[config.mk]
export PLATFORM = sky130hd
export DESIGN_NAME = systolic_tile_mm
export DESIGN_NICKNAME = d
export VERILOG_FILES = /design/src/rtl/systolic_pkg.sv /design/src/rtl/systolic_pe.sv /design/src/rtl/systolic_tile_mm.sv
export SDC_FILE = /design/constraint.sdc
export NUM_CORES = 1
export LEC_CHECK = 0
export BUFFER_PORTS_ARGS = -buffer_cell sky130_fd_sc_hd__buf_2
export CORE_MARGIN = 3
export CORE_UTILIZATION = 57
export CTS_CLUSTER_DIAMETER = 60
export DETAILED_ROUTE_END_ITERATION = 12
export PLACE_DENSITY = 0.82
export SLEW_MARGIN = 20
export SYNTH_ARGS = -nofsm -noshare
export SYNTH_HDL_FRONTEND = slang
export SYNTH_SLANG_ARGS = --single-unit
[constraint.sdc]
create_clock -name clk -period 4.65 [get_ports clk]
set_input_delay 0.2325 -clock clk [delete_from_list [all_inputs] [get_ports clk]]
set_output_delay 0.2325 -clock clk [all_outputs]
set_load 0.02 [all_outputs]
[src/rtl/systolic_pkg.sv]
// Shared types and arithmetic for the output-stationary systolic tile engine.
package systolic_pkg;

    // Job sequencing: operand streaming, pipeline flush, row-by-row result drain.
    typedef enum logic [1:0] {
        IDLE  = 2'd0,
        FEED  = 2'd1,
        FLUSH = 2'd2,
        DRAIN = 2'd3
    } state_t;

    // Widest accumulator the add helper can handle (ACCUM_WIDTH must stay below this).
    localparam int ACC_MAX_W = 64;

    // Unsigned add at 'width' bits: wraps modulo 2^width, or clamps at all-ones when sat is set.
    // Both operands are below 2^width, so the 64-bit sum never overflows for width < 64.
    // Clamping is naturally sticky: all-ones plus anything stays all-ones.
    function automatic logic [ACC_MAX_W-1:0] accum_add(
        input logic [ACC_MAX_W-1:0] acc,
        input logic [ACC_MAX_W-1:0] addend,
        input int unsigned          width,
        input bit                   sat
    );
        logic [ACC_MAX_W-1:0] mask;
        logic [ACC_MAX_W-1:0] sum;
        mask = {ACC_MAX_W{1'b1}} >> (ACC_MAX_W - width);
        sum  = acc + addend;
        if (sat && (sum > mask)) begin
            accum_add = mask;
        end else begin
            accum_add = sum & mask;
        end
    endfunction

endpackage

[src/rtl/systolic_pe.sv]
// One processing element: multiplies the operands arriving this cycle into its
// accumulator and forwards them (A to the right, B downward) one cycle later.
module systolic_pe
    import systolic_pkg::*;
#(
    parameter int DATA_WIDTH  = 4,
    parameter int ACCUM_WIDTH = 16,
    parameter int SATURATE    = 0
) (
    input  logic                   clk,
    input  logic                   rst,
    input  logic                   i_clear,
    input  logic [DATA_WIDTH-1:0]  i_a,
    input  logic [DATA_WIDTH-1:0]  i_b,
    output logic [DATA_WIDTH-1:0]  o_a,
    output logic [DATA_WIDTH-1:0]  o_b,
    output logic [ACCUM_WIDTH-1:0] o_acc
);

    logic [DATA_WIDTH-1:0]   r_a;
    logic [DATA_WIDTH-1:0]   r_b;
    logic [ACCUM_WIDTH-1:0]  r_acc;
    logic [2*DATA_WIDTH-1:0] w_prod;

    assign w_prod = {{DATA_WIDTH{1'b0}}, i_a} * {{DATA_WIDTH{1'b0}}, i_b};

    // Forward operands to neighbours and fold this cycle's product into the accumulator.
    always_ff @(posedge clk) begin
        if (rst) begin
            r_a   <= '0;
            r_b   <= '0;
            r_acc <= '0;
        end else begin
            r_a <= i_a;
            r_b <= i_b;
            if (i_clear) begin
                r_acc <= '0;
            end else begin
                r_acc <= ACCUM_WIDTH'(accum_add(ACC_MAX_W'(r_acc), ACC_MAX_W'(w_prod),
                                                ACCUM_WIDTH, SATURATE != 0));
            end
        end
    end

    assign o_a   = r_a;
    assign o_b   = r_b;
    assign o_acc = r_acc;

endmodule

[src/rtl/systolic_tile_mm.sv]
// Streaming N x N output-stationary tile: C = A*B over k_len beats, one A column
// and one B row per accepted beat, results drained one row per handshake.
module systolic_tile_mm
    import systolic_pkg::*;
#(
    parameter int DATA_WIDTH  = 4,
    parameter int ACCUM_WIDTH = 16,
    parameter int N           = 4,
    parameter int MAX_K       = 256,
    parameter int SATURATE    = 0
) (
    input  logic                       clk,
    input  logic                       rst,
    input  logic                       start,
    input  logic [$clog2(MAX_K+1)-1:0] k_len,
    input  logic                       acc_keep,
    input  logic [N*DATA_WIDTH-1:0]    a_data,
    input  logic [N*DATA_WIDTH-1:0]    b_data,
    input  logic                       ab_valid,
    output logic                       ab_ready,
    output logic [N*ACCUM_WIDTH-1:0]   c_data,
    output logic [$clog2(N)-1:0]       c_row,
    output logic                       c_valid,
    input  logic                       c_ready,
    output logic                       busy,
    output logic                       done
);

    localparam int KW = $clog2(MAX_K+1);
    localparam int RW = $clog2(N);
    localparam int FW = $clog2(2*N);

    state_t          r_state;
    logic [KW-1:0]   r_klen;
    logic [KW-1:0]   r_beat;
    logic [FW-1:0]   r_flush;
    logic [RW-1:0]   r_row;
    logic            r_done;

    logic            w_start;
    logic            w_beat;
    logic            w_clear;

    logic [DATA_WIDTH-1:0]  w_aInj   [N];
    logic [DATA_WIDTH-1:0]  w_bInj   [N];
    logic [DATA_WIDTH-1:0]  w_aIn    [N][N];
    logic [DATA_WIDTH-1:0]  w_bIn    [N][N];
    logic [DATA_WIDTH-1:0]  w_aFwd   [N][N];
    logic [DATA_WIDTH-1:0]  w_bFwd   [N][N];
    logic [ACCUM_WIDTH-1:0] w_acc    [N][N];
    logic [DATA_WIDTH-1:0]  w_unusedA[N];
    logic [DATA_WIDTH-1:0]  w_unusedB[N];

    assign w_start = (r_state == IDLE) && start;
    assign w_beat  = (r_state == FEED) && ab_valid;
    assign w_clear = w_start && !acc_keep;

    // Job sequencing: latch the job, count beats, time the flush, walk result rows.
    always_ff @(posedge clk) begin
        if (rst) begin
            r_state <= IDLE;
            r_klen  <= '0;
            r_beat  <= '0;
            r_flush <= '0;
            r_row   <= '0;
            r_done  <= 1'b0;
        end else begin
            r_done <= 1'b0;
            case (r_state)
                IDLE: begin
                    if (start) begin
                        r_klen  <= k_len;
                        r_beat  <= '0;
                        r_flush <= '0;
                        r_row   <= '0;
                        r_state <= (k_len == '0) ? DRAIN : FEED;
                    end
                end
                FEED: begin
                    if (w_beat) begin
                        r_beat <= r_beat + KW'(1);
                        if (r_beat == r_klen - KW'(1)) begin
                            r_state <= FLUSH;
                        end
                    end
                end
                FLUSH: begin
                    r_flush <= r_flush + FW'(1);
                    if (r_flush == FW'(2*N-2)) begin
                        r_state <= DRAIN;
                    end
                end
                DRAIN: begin
                    if (c_ready) begin
                        if (r_row == RW'(N-1)) begin
                            r_row   <= '0;
                            r_done  <= 1'b1;
                            r_state <= IDLE;
                        end else begin
                            r_row <= r_row + RW'(1);
                        end
                    end
                end
                default: r_state <= IDLE;
            endcase
        end
    end

    // Input skew: lane i enters the array i cycles late so A[i][k] and B[k][j] meet at PE(i,j).
    for (genvar gi = 0; gi < N; gi++) begin : g_skew
        assign w_aInj[gi] = w_beat ? a_data[gi*DATA_WIDTH +: DATA_WIDTH] : '0;
        assign w_bInj[gi] = w_beat ? b_data[gi*DATA_WIDTH +: DATA_WIDTH] : '0;
        if (gi == 0) begin : g_direct
            assign w_aIn[0][0] = w_aInj[0];
            assign w_bIn[0][0] = w_bInj[0];
        end else begin : g_delay
            logic [DATA_WIDTH-1:0] r_aPipe [gi];
            logic [DATA_WIDTH-1:0] r_bPipe [gi];
            // Shift each lane through its own delay line, zeroed on reset.
            always_ff @(posedge clk) begin
                if (rst) begin
                    for (int s = 0; s < gi; s++) begin
                        r_aPipe[s] <= '0;
                        r_bPipe[s] <= '0;
                    end
                end else begin
                    r_aPipe[0] <= w_aInj[gi];
                    r_bPipe[0] <= w_bInj[gi];
                    for (int s = 1; s < gi; s++) begin
                        r_aPipe[s] <= r_aPipe[s-1];
                        r_bPipe[s] <= r_bPipe[s-1];
                    end
                end
            end
            assign w_aIn[gi][0] = r_aPipe[gi-1];
            assign w_bIn[0][gi] = r_bPipe[gi-1];
        end
    end

    // PE grid: A flows right along a row, B flows down a column.
    for (genvar gi = 0; gi < N; gi++) begin : g_row
        for (genvar gj = 0; gj < N; gj++) begin : g_col
            if (gj > 0) begin : g_aLink
                assign w_aIn[gi][gj] = w_aFwd[gi][gj-1];
            end
            if (gi > 0) begin : g_bLink
                assign w_bIn[gi][gj] = w_bFwd[gi-1][gj];
            end
            systolic_pe #(
                .DATA_WIDTH (DATA_WIDTH),
                .ACCUM_WIDTH(ACCUM_WIDTH),
                .SATURATE   (SATURATE)
            ) u_pe (
                .clk    (clk),
                .rst    (rst),
                .i_clear(w_clear),
                .i_a    (w_aIn[gi][gj]),
                .i_b    (w_bIn[gi][gj]),
                .o_a    (w_aFwd[gi][gj]),
                .o_b    (w_bFwd[gi][gj]),
                .o_acc  (w_acc[gi][gj])
            );
        end
        assign w_unusedA[gi] = w_aFwd[gi][N-1];
        assign w_unusedB[gi] = w_bFwd[N-1][gi];
    end

    // Present the accumulators of the current drain row as one packed result word.
    always_comb begin
        c_data = '0;
        for (int j = 0; j < N; j++) begin
            c_data[j*ACCUM_WIDTH +: ACCUM_WIDTH] = w_acc[r_row][j];
        end
    end

    assign c_row    = r_row;
    assign c_valid  = (r_state == DRAIN);
    assign ab_ready = (r_state == FEED);
    assign busy     = (r_state != IDLE);
    assign done     = r_done;

endmodule

### After elaboration in Yosys (flattened, before gate mapping)

Memory sizes are Yosys's and may differ from the RTL's.
Cells that the tools add are included.

* word-level logic and storage cells: 179
* memories: 6
* RAM bits: 48
* output and inout bits: 70
* bits of input ports: 47
* register bits: 378

Memory list
* g_skew[3].g_delay.r_aPipe: words 3, width 4, rd ports 3, clocked after Yosys merged registers in 0, wr ports 3, line systolic_tile_mm.sv:117 `logic [DATA_WIDTH-1:0] r_aPipe [gi];`
* g_skew[3].g_delay.r_bPipe: words 3, width 4, rd ports 3, clocked after Yosys merged registers in 0, wr ports 3, line systolic_tile_mm.sv:118 `logic [DATA_WIDTH-1:0] r_bPipe [gi];`
* g_skew[2].g_delay.r_aPipe: words 2, width 4, rd ports 2, clocked after Yosys merged registers in 0, wr ports 2, line systolic_tile_mm.sv:117
* g_skew[2].g_delay.r_bPipe: words 2, width 4, rd ports 2, clocked after Yosys merged registers in 0, wr ports 2, line systolic_tile_mm.sv:118
* g_skew[1].g_delay.r_aPipe: words 1, width 4, rd ports 1, clocked after Yosys merged registers in 0, wr ports 1, line systolic_tile_mm.sv:117
* g_skew[1].g_delay.r_bPipe: words 1, width 4, rd ports 1, clocked after Yosys merged registers in 0, wr ports 1, line systolic_tile_mm.sv:118

* add/subtract/negate cells: 20
* reduce and logical (&&, ||, !) cells: 19
* mux-type cells: 46
* bitwise gates (word level): 13
* multiply operators: 16
* equal/unequal tests: 12
* magnitude comparators: 1

Operator list (number)
* adder 16 x 8 -> 16 bit: 16
* binary-select mux 64 bit (select 2 bit): 1
* multiplier 4 x 4 -> 8 bit: 16
* two-way mux 64 bit: 2
* two-way mux 4 bit: 20
* two-way mux 2 bit: 10
* two-way mux 9 bit: 2
* one-hot mux 9 bit (2 select lines): 1
* bitwise OR 1 bit: 10
* adder 9 x 1 -> 9 bit, second input constant: 1
* == test 9 bit: 1
* logical NOT 9 bit: 1
* subtractor 9 x 1 -> 9 bit, second input constant: 1
* inequality test 2 x 1 -> 1 bit, second input constant: 4
* one-hot mux 2 bit (4 select lines): 1
* nonzero test 2 bit: 4
* OR reduction 4 bit: 2
* == test 2 bit, second input constant: 3
* two-way mux 1 bit: 6
* one-hot mux 3 bit (2 select lines): 1
* AND reduction 3 bit: 2
* AND reduction 6 bit: 1
* inequality test 2 bit, second input constant: 2
* one-hot mux 2 bit (2 select lines): 1
* 14 further kinds: 18

### Logic depth before layout (Yosys ltp)

Gate-level depths: netlist (run 1).

* depth after elaboration: 5
* mapped depth: 18
* depth with buffers taken out: 16

### By module

A second synthesis (run 1) with hierarchy kept.

* cells, all modules: 3515
* area total of the unflattened synthesis: 33139.3 µm²

By module, submodules not included
* systolic_pe (g_row[0].g_col[0].u_pe ...): sequential area each 480.5 µm², cells each 196, instances 9, area each 1803.0 µm²
* systolic_pe (g_row[1].g_col[0].u_pe ...): sequential area each 480.5 µm², cells each 195, instances 3, area each 1794.2 µm²
* systolic_pe (g_row[3].g_col[1].u_pe ...): sequential area each 480.5 µm², cells each 195, instances 3, area each 1779.2 µm²
* systolic_tile_mm: sequential area each 1481.4 µm², cells each 386, instances 1, area each 4399.2 µm²
* systolic_pe (g_row[3].g_col[0].u_pe): sequential area each 480.5 µm², cells each 195, instances 1, area each 1793.0 µm²

### Worst setup path before layout (run 1)

Ideal clock, no wire load.

* path type: register -> register
* start: register r_state[1]
* end: register g_row[0].g_col[0].u_pe.r_acc[11]
* stages on the path, launching flop included: 18
* slack: -0.001 ns
* data required time: 4.578 ns
* buffers on the path: 2
* library setup time: 0.072 ns
* arrival time: 4.579 ns
* cell sequence: dfxtp_1 > inv_1 > ha_1 > clkbuf_1 > and2_0 > clkbuf_1 > nand3_1 > fa_1 > fa_1 > fa_1 > inv_1 > ha_1 > a21o_1 > a21oi_1 > o21bai_1 > a2111o_1 > nand4_1 > mux2i_1

* word-level cells in the longest chain between the ends: 5
* elaborated cells between the ends (all ways): 10
* those cells by class: add/sub: 1; mul: 1; eq/ne: 1; mux: 2; reduce/logical: 5

Ends and longest elaborated chain
* start: declaration: line systolic_tile_mm.sv:33 `state_t r_state;`
* start signal: assignment: line systolic_tile_mm.sv:76 `r_state <= (k_len == '0) ? DRAIN : FEED;`
* == test 2 x 1 -> 1 bit (*)
* named net ab_ready: line systolic_tile_mm.sv:20 `output logic ab_ready,`
* logical AND 1 bit (*): line systolic_tile_mm.sv:55 `assign w_beat = (r_state == FEED) && ab_valid;`
* two-way mux 4 bit, on equally long branches: line systolic_tile_mm.sv:111, systolic_tile_mm.sv:112
* multiplier 4 x 4 -> 8 bit (*): line systolic_pe.sv:25 `assign w_prod = {{DATA_WIDTH{1'b0}}, i_a} * {{DATA_WIDTH{1'b0}}, i_b};`
* adder 16 x 8 -> 16 bit (*): line systolic_pkg.sv:27 `sum = acc + addend;`
* end signal: assignment: line systolic_pe.sv:39 `r_acc <= ACCUM_WIDTH'(accum_add(ACC_MAX_W'(r_acc), ACC_MAX_W'(w_prod),`
* end: declaration: line systolic_pe.sv:22 `logic [ACCUM_WIDTH-1:0] r_acc;`

The timed path passes the listed nets; every way through them passes the cells marked *.
A chain may end at the register's enable or synchronous reset.

### Worst setup path in the final report (run 1)

* start: register r_state[1]
* end: register g_row[0].g_col[0].u_pe.r_acc[15]

* word-level cells in the longest chain between the ends: 5
* elaborated cells between the ends (all ways): 10
* those cells by class: add/sub: 1; mul: 1; eq/ne: 1; mux: 2; reduce/logical: 5

Ends and longest elaborated chain (line)
* == test 2 x 1 -> 1 bit: systolic_tile_mm.sv:55
* logical AND 1 bit: systolic_tile_mm.sv:55
* two-way mux 4 bit, on equally long branches: systolic_tile_mm.sv:111, systolic_tile_mm.sv:112
* multiplier 4 x 4 -> 8 bit: systolic_pe.sv:25
* adder 16 x 8 -> 16 bit: systolic_pkg.sv:27

Several ways; a longest one is shown, not always the timed one.

==> run metrics, run 1 <==
status=complete, no violations; routed wire length=66400 um; pin count of the biggest net entering global routing=94; Achievable Freq=about 0.23 GHz; top-area cell type share of the netlist area=29.9%; yosys warns=0; HPWL Detailed=49300 um; Synth Area in XOR/XNOR=2.98%; Clock Skews=0.0192 ns; nets@finish=roughly 3800; Fin Setup TNS=0 ns; endpoints failing setup=0; DR pass1 iterations=5; worst hold path endpoint=r_beat[0]; # diodes=0; reg2reg path depth=16; initial antenna violation count=0; Adder-Cell Fraction of Synth Area=23.2%; CTS Buffer Depth=3; PortBufs=116; Post-Syn Nets=3631; fin crit share=94.9%; # resized after CTS=0; Synth Area in Simple Gates=19.9%; top_reg_cell synth=dfxtp_1; Worst R2R Setup Slack=roughly 0.24 ns; CP Capture Type=register; number of synthesized register bits=426; post-synthesis mux area share=between 8 and 9%; clk root buf=clkbuf_16; die width=230 um; worst r2r dst=g_row[0].g_col[0].u_pe.o_acc[15]; Final Hold Violating Endpoints=0; Required @ worst endpoint=5.18 ns; gpl congestion=0.876; Slew @ Worst Pin=1.05 ns; Worst Hold Depth=4; Critical Path AT=4.94 ns; RSZ-0062 raised after global routing=no; max_cap viols=0; TritonCTS Buffers=50; worst rel slew slack=30.0%; Min-Delay Startpoint=ab_valid; H-tree depth=2; post-CTS setup buffers=0; FFs w/ async S/R, synth=0%; Starting Density=58.1%; sequential share of the synthesized area=between 20% and 30%; CP Class=register to register; synth cell count leaders=inv_1 (480), dfxtp_1 (426), ha_1 (298), nand2_1 (280), and2_1 (221); total grt overflow=0; antenna-violating nets left=0; Via density=5.43; FP Rows=81; Post-synth EDFFs=0; io pins=117; top post-synthesis cells by area=dfxtp_1 (30%), ha_1 (13%), fa_1 (10%); placed instance count=3869; post-synthesis compound-gate area fraction=between 8 and 9%; Core Box Area=just under 50000 um2; Tot GR Track Use=25.5%; initial drt markers=1152; hold crit path type=input port to register; largest family of logic cells by synthesized area=adder cells; layout cell share with drive strength beyond 1=12.3%; Chip Height=230 um; post-synth top area cell=dfxtp_1; Final Critical Period=4.41 ns; clk sink count=426; Reg clk slew, reported paths=0.06 ns; Area Growth Syn to Fin=12.7%; cells after synthesis=3142; Final Max Tran Viols=0; Via Count=21800; top-count cell post-synth=inv_1; critical path fanouts, max=17; die area=between 50000 and 60000 um2; fin cells=4015; Netlist Area Pre-Place=28500 um2; Syn Area/Cell=9.08 um2; vias in the first global route=22300; synth unique cells=54; CTS tree=done; Startpoint Class=register; worst skew pair latency=0.61 ns; P_leak=approximately 0.016 uW; Post-route DRC=0; first-pass GRT wire length=110000 um; launch point of the worst reg-to-reg path=r_state[1]; final hold slack=0.106 ns; drt wl/cell=16.5 um; maximum vdd ir drop=between 200 and 300 uV; power per cell area=274 nW/um2
[registers in the layout (all words and copies together), names as in the netlist]
signal / cells
g_skew.g_delay.r_bPipe: 24
r_state: 2
r_beat: 9
c_row: 2
r_flush: 3
r_klen: 9
g_row.g_col.u_pe.o_b: 48
g_skew.g_delay.r_aPipe: 24
done: 1
g_row.g_col.u_pe.o_a: 48
g_row.g_col.u_pe.o_acc: 256
[metrics by stage]
step | setup WS [ns] | cell area [um2] | utilization [%] | power (uW)
floorplan | 0.0702 | 28500 | - | 4460
global placement | 0.303 | 29900 | 60.8 | 4700
detailed placement | 0.248 | 29900 | 60.8 | 4710
CTS | 0.208 | 32200 | 65.4 | 8890
finish | 0.237 | 32200 | 65.4 | 8810
global route | 0.0121 | 32200 | 65.4 | 9130
[kinds of logic (layout without fill, tap and decap cells)]
kind of cell,after synthesis,after routing
flip-flops,426,426
AND/OR/NAND/NOR,1090,1090
multiplexers,167,167
AO/OA/AOI/OAI,360,360
buffers and inverters,560,769
adder cells (fa/ha/maj),442,442
XOR/XNOR,97,97
[repair_timing]
action	4_1_cts	5_1_grt
hold endpoints to repair	46	0
hold buffers	52	0
setup endpoints to repair	0	0
[critical path, cell delays in order (launching register included)]
cell and delay (ns):
dfxtp_1 0.32, inv_1 0.11, ha_1 0.17, and2_0 0.14, buf_4 0.21, nand3_1 0.13, fa_1 0.56, fa_1 0.43
fa_1 0.49, inv_1 0.04, ha_1 0.31, a21o_1 0.20, a21oi_1 0.23, o21bai_1 0.12, a2111o_1 0.51, nand4_1 0.15
mux2i_1 0.20
[placed cells by master (no fill, tap or decap), types with 6 or more instances in the layout]
| cell | netlist | layout |
|---|---|---|
| a21o_1 | 46 | 46 |
| clkinv_2 | 0 | 12 |
| clkbuf_8 | 0 | 6 |
| nor2_1 | 157 | 156 |
| mux4_2 | 64 | 64 |
| dfxtp_1 | 426 | 424 |
| o21bai_1 | 48 | 47 |
| o21a_1 | 18 | 18 |
| a21oi_1 | 123 | 123 |
| nand2_1 | 280 | 280 |
| mux2i_1 | 102 | 102 |
| inv_1 | 480 | 480 |
| or2_2 | 98 | 98 |
| nor3_1 | 33 | 33 |
| buf_2 | 4 | 115 |
| or3_1 | 7 | 7 |
| xor2_1 | 30 | 30 |
| buf_4 | 0 | 26 |
| bufinv_16 | 0 | 6 |
| xnor2_1 | 67 | 67 |
| dlygate4sd3_1 | 0 | 52 |
| ha_1 | 298 | 298 |
| a2111o_1 | 15 | 15 |
| a31oi_1 | 11 | 11 |
| clkbuf_16 | 0 | 50 |
| clkinvlp_4 | 0 | 7 |
| o21ai_0 | 71 | 71 |
| nor2b_1 | 114 | 113 |
| fa_1 | 144 | 144 |
| and2_1 | 221 | 221 |
| nand3_1 | 50 | 50 |
| and3_1 | 61 | 61 |
| nand4_1 | 47 | 47 |
[report_power, final]
| part | switching [uW] | internal, uW | leakage, uW | total (uW) |
|---|---|---|---|---|
| registers | 76.2 | 3720 | 0.00344 | 3790 |
| clock network | 1700 | 2430 | 0.000846 | 4130 |
| logic | 519 | 371 | 0.0112 | 891 |
| total | 2290 | 6520 | 0.0155 | 8810 |
[final cells by class]
cell class              count  area, um2
repair buffers            195       1330
flip-flops and latches    426       8540
inverters                 480       1800
multi-input cells        2156      17900
well taps                 664        831
fillers                  3838      17000
clock inverters            35        390
clock buffers              59       1350
[layer usage]
layer  global-route usage (%)  wire length, um
met3                     3.42             2850
met4                     9.98             2480
met5                        0                0
met1                     31.2            28100
met2                     45.6            33000
[worst max path at each step]
| stage | start | to | slack [ns] | cells after the start |
|---|---|---|---|---|
| detailed placement | r_state[1] | g_row[0].g_col[0].u_pe.o_acc[15] | 0.25 | 16 |
| floorplan | r_state[1] | g_row[0].g_col[0].u_pe.o_acc[11] | 0.07 | 17 |
| finish | r_state[1] | g_row[0].g_col[0].u_pe.o_acc[15] | 0.24 | 16 |
| CTS | r_state[1] | g_row[0].g_col[0].u_pe.o_acc[15] | 0.21 | 16 |
| global placement | r_state[1] | g_row[0].g_col[0].u_pe.o_acc[9] | 0.30 | 16 |
| global route | r_state[1] | g_row[0].g_col[0].u_pe.o_acc[15] | 0.01 | 16 |
Power figures use the tool's default switching activity.
==> inputs of run 2 (changes only) <==
--- a/config.mk
+++ b/config.mk
@@ -5,7 +5,7 @@
 export SDC_FILE = /design/constraint.sdc
 export NUM_CORES = 1
 export LEC_CHECK = 0
-export BUFFER_PORTS_ARGS = -buffer_cell sky130_fd_sc_hd__buf_2
+export BUFFER_PORTS_ARGS = -buffer_cell sky130_fd_sc_hd__clkbuf_2
 export CORE_MARGIN = 3
 export CORE_UTILIZATION = 57
 export CTS_CLUSTER_DIAMETER = 60
==> run 2 against run 1 <==
Net effect:
- combinational power decreased by 2%
- sequential cell count did not move
- critical endpoint is now g_row[0].g_col[0].u_pe.o_acc[13]
- largest power group unchanged
- via count about the same
- clock-buffer cell count rose by 10
- clock power hardly changed
- die area did not move
- utilization down 0.26 points
- register-to-register slack better by 0.12 ns
- final area down 0.40%
- setup slack improved by 0.12 ns
- non-clock buffer count is 13 lower
- first-iteration DRC count is 9.5% higher
==> run metrics, run 2 (same netlist as run 1, synthesis figures left out) <==
Via Count=21800 (+0.0092%); HPWL Detailed=49800 um (+1.1%); TritonCTS Buffers=49 (-2.0%); launch point of the worst reg-to-reg path=r_state[1]; CP Capture Type=register; Post-route DRC=0 (unchanged); drt wl/cell=16.6 um (+0.51%); Final Cell Area=32000 um2 (-0.40%); worst skew pair latency=0.59 ns (-0.02 ns); antenna-violating nets left=0 (unchanged); clk root buf=clkbuf_16; maximum vdd ir drop=407 uV (+43%); status=complete, no violations; max_cap viols=0 (unchanged); H-tree depth=2 (unchanged); clk sink count=426 (unchanged); CTS Buffer Depth=3 (unchanged); fin crit share=92.3% (-2.6 points); endpoints failing setup=0 (unchanged); worst rel slew slack=31.1% (+1.1 points); DR pass1 iterations=5 (unchanged); Final Critical Period=4.29 ns (-0.122 ns); Startpoint Class=register; commonest non-fill, non-tap cell in the layout=inv_1; Starting Density=58.1% (unchanged); worst hold path endpoint=r_beat[0]; Slew @ Worst Pin=1.03 ns (-0.0184 ns); pin count of the biggest net entering global routing=92 (-2.1%); Internal Dissipation=6580 uW (+0.95%); P_leak=0.0154 uW (-0.80%); first-pass GRT wire length=110000 um (-0.19%); Placed Area=29900 um2 (about the same); Final Max Tran Viols=0 (unchanged); # diodes=0 (unchanged); Worst Hold Depth=4 (unchanged); Tot GR Track Use=25.4% (-0.077 points); layout cell share with drive strength beyond 1=12.0% (-0.29 points); nets@finish=3784 (-0.37%); routed wire length=66400 um (about the same); Area Growth Syn to Fin=12.2%; max reg flops=256 (unchanged); DP Worst Slack=0.0745 ns (-0.174 ns); Clk pwr share=46.8% (about the same); Min-Delay Startpoint=ab_valid; Chip Height=230 um (unchanged); Fin Setup TNS=0 ns (unchanged); sequential share of power=43.3% (+0.3 points); Core Box Area=49200 um2 (unchanged); Final Hold Violating Endpoints=0 (unchanged); Via density=5.46 (+0.48%); FP Rows=81 (unchanged); Worst R2R Setup Slack=0.36 ns (+0.12 ns); CP Class=register to register; setup ws final=0.359 ns (+0.122 ns); hold crit path type=input port to register; Achievable Freq=0.233 GHz (+2.8%); Reg clk slew, reported paths=0.06 ns (about the same); RSZ-0062 raised after global routing=no; Final Core Density=65.2% (-0.26 points); Clock Skews=0.0213 ns (+0.00209 ns); commonest non-fill, non-tap cells in the layout=inv_1 (480), dfxtp_1 (424), ha_1 (298), nand2_1 (280), and2_1 (221); Fillers=3860 (+0.57%); die area=52800 um2 (unchanged); die width=230 um (unchanged); Critical Path AT=4.82 ns (-0.12 ns); gpl congestion=0.900 (+2.8%); vias in the first global route=22200 (-0.42%); critical path fanouts, max=7 (-10); initial drt markers=1261 (+9.5%); CTS tree=done; sw frac=25.0% (-1.1 points); reg2reg path depth=15 (-1); initial antenna violation count=0 (unchanged); PortBufs=116 (unchanged); worst r2r dst=g_row[0].g_col[0].u_pe.o_acc[13]; total grt overflow=0 (unchanged); P_sw=2190 uW (-4.5%); Required @ worst endpoint=5.17 ns (about the same); Gate power share=10.0% (about the same); io pins=117 (unchanged); power per cell area=274 nW/um2 (about the same)
run 2: changes by cell type in the layout (fill, tap and decap cells not counted), sizes merged:
| cell | before | now |
|---|---|---|
| clkinv | 14 | 9 |
| clkinvlp | 7 | 2 |
| clkbuf | 59 | 184 |
| dlygate4sd3 | 52 | 42 |
| inv | 488 | 482 |
| buf | 143 | 25 |
run 2: repair_timing:
action,in CTS,in global routing
hold endpoints to repair,44,0
setup endpoints to repair,0,4
hold buffers,42,0
setup buffers,0,0
resized for setup,0,2
run 2: final cells by class:
| cell class | count | area [um2] | area share (%) |
|---|---|---|---|
| Clock buffer | 69 | 1450 | 4.54 |
| Clock inverter | 19 | 265 | 0.828 |
| Sequential cell | 426 | 8540 | 26.6 |
| Tap cell | 664 | 831 | 2.59 |
| Multi-Input combinational cell | 2156 | 17900 | 56.0 |
| Timing Repair Buffer | 182 | 1220 | 3.81 |
| Inverter | 480 | 1800 | 5.63 |
run 2: power by group through the flow:
stage / sequential (uW) / clock, uW / combinational, uW
2_1_floorplan: 3840 / 0 / 617
3_3_place_gp: 3870 / 0 / 827
3_5_place_dp: 3870 / 0 / 838
4_1_cts: 3800 / 4170 / 872
5_1_grt: 3800 / 4310 / 963
6_report: 3800 / 4100 / 874
run 2: metrics by stage:
stage                     total power, uW  std cells  hold WS [ns]
after floorplan                      4460       3142         0.354
after global placement               4700       3866         0.422
after detailed placement             4710       3866         0.420
after CTS                            8840       3996        0.0694
after global routing                 9080       3996         0.134
final                                8770       3996         0.111
run 2: per-layer routing:
metal	track usage, %	share of wire (%)
met5	0	0
met4	9.84	3.8
met3	3.26	4.9
met2	45.5	50
met1	31.2	42
run 2: worst max-delay path by stage:
stage | start | endpoint | slack [ns] | depth (start not counted)
CTS | r_state[1] | g_row[0].g_col[0].u_pe.o_acc[13] | 0.07 | 15
global route | r_state[1] | g_row[0].g_col[0].u_pe.o_acc[9] | 0.12 | 15
finish | r_state[1] | g_row[0].g_col[0].u_pe.o_acc[13] | 0.36 | 15
detailed placement | r_state[1] | g_row[0].g_col[0].u_pe.o_acc[15] | 0.07 | 15
global placement | r_state[1] | g_row[0].g_col[0].u_pe.o_acc[9] | 0.17 | 15
floorplan | r_state[1] | g_row[0].g_col[0].u_pe.o_acc[11] | 0.07 | 17
run 2: critical path, stage by stage (launching register included):
cell and delay (ns):
dfxtp_1 0.33, inv_1 0.12, ha_1 0.18, and2_2 0.27, nand3_1 0.14, fa_1 0.56, fa_1 0.42, fa_1 0.49
inv_1 0.04, ha_1 0.31, a21o_1 0.19, a21oi_1 0.21, o21bai_1 0.12, a2111o_1 0.51, nand4_1 0.15, mux2i_1 0.19
